<file path="src/rtl/mips_tb_pkg.sv">
// Shared definitions for the MIPS store-trace checker: checker states and default widths.
package mips_tb_pkg;

    localparam int unsigned ADDR_W_DEF = 32;
    localparam int unsigned DATA_W_DEF = 32;

    // Scratch address the MIPS test programs write to without it being part of the trace
    localparam logic [ADDR_W_DEF-1:0] IGN_ADDR_DEF = ADDR_W_DEF'(80);

    typedef enum logic [2:0] {
        ST_IDLE,
        ST_RUN,
        ST_PASS,
        ST_FAIL,
        ST_TIMEOUT
    } state_e;

endpackage

</file>
<file path="src/rtl/exp_table.sv">
// Expected-store register file: appends at the write pointer, presents the entry at the read pointer.
module exp_table
    import mips_tb_pkg::*;
#(
    parameter int unsigned ADDR_W = ADDR_W_DEF,
    parameter int unsigned DATA_W = DATA_W_DEF,
    parameter int unsigned DEPTH  = 8,
    localparam int unsigned IDX_W = $clog2(DEPTH),
    localparam int unsigned CNT_W = IDX_W + 1
) (
    input  logic              clk,
    input  logic              clr,
    input  logic              wr_en,
    input  logic [ADDR_W-1:0] wr_addr,
    input  logic [DATA_W-1:0] wr_data,
    input  logic              rd_adv,
    output logic [ADDR_W-1:0] rd_addr_c,
    output logic [DATA_W-1:0] rd_data_c,
    output logic [IDX_W-1:0]  rd_ptr,
    output logic [CNT_W-1:0]  count,
    output logic              full_c
);

    logic [ADDR_W-1:0] addr_mem [DEPTH];
    logic [DATA_W-1:0] data_mem [DEPTH];
    logic              wr_ok;

    assign full_c    = (count == CNT_W'(DEPTH));
    assign wr_ok     = wr_en && !full_c && !clr;
    assign rd_addr_c = addr_mem[rd_ptr];
    assign rd_data_c = data_mem[rd_ptr];

    // Storage carries no reset; a zero count makes stale entries unreachable
    always_ff @(posedge clk) begin
        if (wr_ok) begin
            addr_mem[count[IDX_W-1:0]] <= wr_addr;
            data_mem[count[IDX_W-1:0]] <= wr_data;
        end
    end

    always_ff @(posedge clk) begin
        if (clr) begin
            count  <= '0;
            rd_ptr <= '0;
        end else begin
            if (wr_ok) count <= count + CNT_W'(1);
            if (rd_adv) rd_ptr <= rd_ptr + IDX_W'(1);
        end
    end

endmodule

</file>
<file path="config.mk">
export PLATFORM = sky130hd
export DESIGN_NAME = exp_table
export DESIGN_NICKNAME = d
export VERILOG_FILES = /design/src/rtl/mips_tb_pkg.sv /design/src/rtl/exp_table.sv
export SDC_FILE = /design/constraint.sdc
export NUM_CORES = 1
export LEC_CHECK = 0
export BUFFER_PORTS_ARGS = -buffer_cell sky130_fd_sc_hd__buf_2
export CORE_ASPECT_RATIO = 0.75
export CORE_MARGIN = 2
export CORE_UTILIZATION = 50
export CTS_CLUSTER_SIZE = 20
export DETAILED_ROUTE_END_ITERATION = 8
export GPL_TIMING_DRIVEN = 0
export PLACE_DENSITY = 0.69
export SYNTH_ARGS = -nofsm -noshare
export SYNTH_HDL_FRONTEND = slang
export SYNTH_SLANG_ARGS = --single-unit
</file>
<file path="constraint.sdc">
create_clock -name clk -period 19.72 [get_ports clk]
set_clock_uncertainty 0.05 [all_clocks]
set_input_delay 1.972 -clock clk [delete_from_list [all_inputs] [get_ports clk]]
set_output_delay 1.972 -clock clk [all_outputs]
set_load 0.005 [all_outputs]
</file>
After elaboration in Yosys (flattened, before gate mapping)
Memories as Yosys holds them, arrays and structs flattened. A register that Yosys moved wholly into a read port is not among the register bits.
Index checks and enable logic that the tools add are counted.
{"block": "op_classes", "muxes": 6, "addsub": 2, "eq_ne": 1, "reduce_logical": 4}
{"cell": "$mux 3", "count": 4}
{"cell": "$add 4x1->4 const B", "count": 1}
{"cell": "$eq 4x4->1 const B", "count": 1}
{"cell": "$add 3x1->3 const B", "count": 1}
{"cell": "$logic_and 1x1->1", "count": 2}
{"cell": "$logic_not 1->1", "count": 2}
{"cell": "$mux 1", "count": 2}
{"block": "totals", "n_memories": 2, "regBits": 7, "word_cells": 17, "ram_bits": 512}
{"memory": "addr_mem", "depth": 8, "width": 32, "rd": 1, "rd_clocked_by_memory_dff": 1, "wr": 1, "line": "exp_table.sv:24", "text": "logic [ADDR_W-1:0] addr_mem [DEPTH];"}
{"memory": "data_mem", "depth": 8, "width": 32, "rd": 1, "rd_clocked_by_memory_dff": 1, "wr": 1, "line": "exp_table.sv:25", "text": "logic [DATA_W-1:0] data_mem [DEPTH];"}

Depth between registers and ports, before layout
{"block": "depth", "ltp_word": 6, "ltp_mapped": 6}

Worst setup path before layout
Ideal clock, no wire load.
{"block": "synth_timing", "kind": "input-to-reg", "startpoint": "in wr_en", "endpoint": "mem addr_mem[7][0] (netlist name), enable pin", "stages": 2, "t_required_ps": 19003, "arrival_ps": 8849, "setup_slack_ps": 10154, "path_cell_list": "clkbuf_1 > nor4b_1"}
{"block": "synth_via", "elab_chain_cells": 4}
{"element": "from (decl)", "line": "exp_table.sv:13", "text": "input logic wr_en,"}
{"element": "$logic_and 1x1->1 (2 in series)", "line": "exp_table.sv:29", "text": "assign wr_ok = wr_en && !full_c && !clr;"}
{"element": "$mux 1", "line": "exp_table.sv:35", "text": "if (wr_ok) begin"}
{"element": "$mux 1 (not written as such)", "line": "exp_table.sv:36", "text": "addr_mem[count[IDX_W-1:0]] <= wr_addr;"}
{"element": "to (decl)", "line": "exp_table.sv:24"}
Every way passes these cells.

==> impl_metrics.env <==
export IMPL_ant_nets=0
export IMPL_fmax_ghz=0.208
export IMPL_yosysMostFrequentCell="edfxtp_1"
export IMPL_clkPwrFrac_pct=39.7
export IMPL_cts_setup_buffers=0
export IMPL_dieArea_mm2=0.0409
export IMPL_synth_top_family_by_area="multiplexers"
export IMPL_syn_inst=793
export IMPL_viasPerCell=5.61
export IMPL_drt_initial_drc_count=906
export IMPL_layout_drive_gt1_share_pct=43.9
export IMPL_route_detailed_wl_per_inst_um=25.0
export IMPL_synth_xor_area_share_pct=0.134
export IMPL_place_gp_congestion=0.731
export IMPL_ir_drop_v=0.0000803
export IMPL_vias=8842
export IMPL_critPathMaxStageDelay_ns=0.71
export IMPL_cts_buffers=48
export IMPL_place_area_mm2=0.0216
export IMPL_relSlewSlack_pct=32.1
export IMPL_power_mw=2.31
export IMPL_cts_resized=0
export IMPL_synth_area_leaders="edfxtp_1 78%, mux4_2 15%, mux2_2 3.7%, dfxtp_1 1.0%, buf_6 0.63%"
export IMPL_tns_ns=0
export IMPL_syn_area_mm2=0.0197
export IMPL_grt_first_pass_wirelength_um=59500
export IMPL_first_pass_iters=4
export IMPL_rsz0062_at_grt="false"
export IMPL_clkSinkCount=522
export IMPL_whs_path_depth=2
export IMPL_initial_core_util_pct=51.0
export IMPL_required_ns=17.70
export IMPL_syn_nets=864
export IMPL_p_per_area_mw_per_mm2=99.6
export IMPL_period_needed_ns=4.80
export IMPL_path_clk_slew_ns=0.06
export IMPL_synth_mux_area_share_pct=18.4
export IMPL_root_buffer="clkbuf_16"
export IMPL_p_leak_nw=7.45
export IMPL_tightest_slew_ns=1.02
export IMPL_drc=0
export IMPL_fin_crit_sh_pct=24.3
export IMPL_start_kind="flop"
export IMPL_synth_area_leader_cell="edfxtp_1"
export IMPL_cts_tree="yes"
export IMPL_status="finished clean"
export IMPL_rows=62
export IMPL_grt_pass1_vias=9341
export IMPL_synth_top_cell_area_share_pct=78.2
export IMPL_htreeDepth=2
export IMPL_antenna_found_initial=4
export IMPL_cpMostUsedCell="clkbuf_1"
export IMPL_combPwrFrac_pct=6.8
export IMPL_fillCellCount=2672
export IMPL_critPathBufInv=3
export IMPL_worstPathCellList="clkbuf_1 > clkbuf_1 > mux2_2 > buf_2"
export IMPL_finalWirelength_um=39400
export IMPL_ys_seq_elements=522
export IMPL_synth_compound_area_share_pct=0.134
export IMPL_ys_warn_count=0
export IMPL_die_h_um=176
export IMPL_hp_class="flop to flop"
export IMPL_cp_depth=4
export IMPL_cp_slowest_cell="clkbuf_1"
export IMPL_power_switching_mw=0.466
export IMPL_worstSetupPathType="flop to primary output"
export IMPL_maxCapViolCount=0
export IMPL_synth_simple_gate_area_share_pct=0.649
export IMPL_crit_arrival_ns=2.78
export IMPL_insertion_delay_ns=0.56
export IMPL_layout_nets=1093
export IMPL_cts_hold_buf=0
export IMPL_critPathMaxFanout=10
export IMPL_track_usage_pct=20.0
export IMPL_coreArea_mm2=0.0386
export IMPL_ff2ff_path_depth=10
export IMPL_worst_setup_path_end_kind="primary output"
export IMPL_area_growth_pct=17.9
export IMPL_port_buffers=138
export IMPL_synth_common_cells="512 x edfxtp_1, 128 x mux4_2, 64 x mux2_2, 13 x clkbuf_1"
export IMPL_p_sw_share_pct=20.2
export IMPL_finalHoldViolCount=0
export IMPL_grt_max_degree=25
export IMPL_hpwl_um=24500
export IMPL_cp_top_family="buffers and inverters"
export IMPL_stdcell_area_mm2=0.0232
export IMPL_grt_overflow_total=0
export IMPL_synthDistinctLibCells=27
export IMPL_setup_viol=0
export IMPL_p_seq_share_pct=53.5
export IMPL_max_clock_path_buffers=3
export IMPL_slew_viol_final=0
export IMPL_ys_seq_area_share_pct=79.2
export IMPL_internal_power_mw=1.84
export IMPL_die_x_um=233
export IMPL_avgSynthCellArea_um2=24.8
export IMPL_synth_edf_count=512
export IMPL_ios=140
export IMPL_postSynth_asyncResetShare_pct=0
export IMPL_synth_fa_ha_area_share_pct=0.191
export IMPL_synth_ff_type="edfxtp_1"
==> metal layers <==
layer | GRT usage (%) | part of all wire, % | vias to the layer above
met3 | 4.16 | 5.3 | 58
met5 | 0 | 0.068 | -
met4 | 4.19 | 1.5 | 4
li1 | - | - | 3861
met2 | 32.3 | 49 | 223
met1 | 28.6 | 44 | 4696
==> area by class of cell <==
class                      instances  area, um2  share of cell area [%]
antenna                            3       7.51                  0.0324
buffer                            38        244                    1.05
clock buffer                      59       1260                    5.45
clock inverter                    29        280                    1.21
inverter                           3       11.3                  0.0486
multi-input combinational        230       3880                    16.8
sequential                       522      15600                    67.2
tap                              512        641                    2.76
timing repair buffer             179       1280                    5.52
==> worst paths after layout <==
check,start,slack (ns),end
max,flop,14.92,rd_addr_c[12]
min,rd_ptr[1]$_SDFFE_PP0P_,0.52,rd_ptr[1]$_SDFFE_PP0P_
max reg2reg,count[1]$_SDFFE_PP0P_,16.49,addr_mem[1][23]$_DFFE_PP_
min reg2reg,rd_ptr[1]$_SDFFE_PP0P_,0.52,rd_ptr[1]$_SDFFE_PP0P_
==> power groups by stage <==
| stage | combinational, mW | sequential, mW | clock [mW] |
|---|---|---|---|
| floorplan | 0.0898 | 1.26 | 0 |
| global placement | 0.151 | 1.26 | 0 |
| detailed placement | 0.159 | 1.26 | 0 |
| CTS | 0.160 | 1.24 | 0.937 |
| global route | 0.170 | 1.24 | 0.980 |
| finish | 0.156 | 1.24 | 0.918 |
==> sequential cells by signal (all words and copies together), names as in the netlist, named ones only <==
name / flops
addr_mem: 256
data_mem: 256
count: 4
rd_ptr: 3
==> worst register-to-register path, stage by stage, from the launching register on <==
cell and delay [ns]:
dfxtp_1 0.50, inv_1 0.13, ha_1 0.20, nand3b_1 0.20, nand4b_1 0.32, nor3_2 0.64, buf_6 0.25, buf_6 0.17
buf_8 0.16, buf_6 0.18, buf_6 0.16
==> per-stage QoR <==
step	worst slack (ns)	util [%]	hold WS (ns)	instances
floorplan	10.15	-	0.474	793
finish	14.92	60.1	0.518	1575
detailed placement	15.08	56.1	0.513	1484
CTS	14.87	60.1	0.522	1572
global placement	3.06	54.4	0.492	1443
global route	14.80	60.1	0.549	1572
==> cell usage in the layout (no fill, tap or decap), types with 2 or more instances in the layout <==
master / synthesis / final
buf_12: 0 / 9
nor2_4: 0 / 5
a21oi_1: 2 / 2
nor3_2: 0 / 2
dfxtp_1: 10 / 10
mux2_2: 64 / 64
xor2_1: 2 / 2
mux4_2: 128 / 128
buf_2: 6 / 144
buf_1: 5 / 5
buf_16: 0 / 5
nand3_1: 2 / 2
clkbuf_1: 13 / 23
buf_8: 0 / 3
clkinv_2: 0 / 11
clkinv_1: 0 / 12
nor2_1: 11 / 6
buf_4: 3 / 15
ha_1: 3 / 3
bufinv_16: 0 / 6
edfxtp_1: 512 / 512
diode_2: 0 / 3
clkbuf_16: 0 / 49
inv_1: 3 / 3
buf_6: 11 / 23
nand2_1: 6 / 6
==> cell families (layout without fill, tap and decap cells) <==
family,Yosys count,count (layout)
flip-flops,522,522
XOR/XNOR,3,3
multiplexers,193,193
adder cells (fa/ha/maj),3,3
other,0,3
AND/OR/NAND/NOR,27,27
buffers and inverters,41,308
AO/OA/AOI/OAI,4,4
Note: power is estimated with default switching activity, not from simulation.
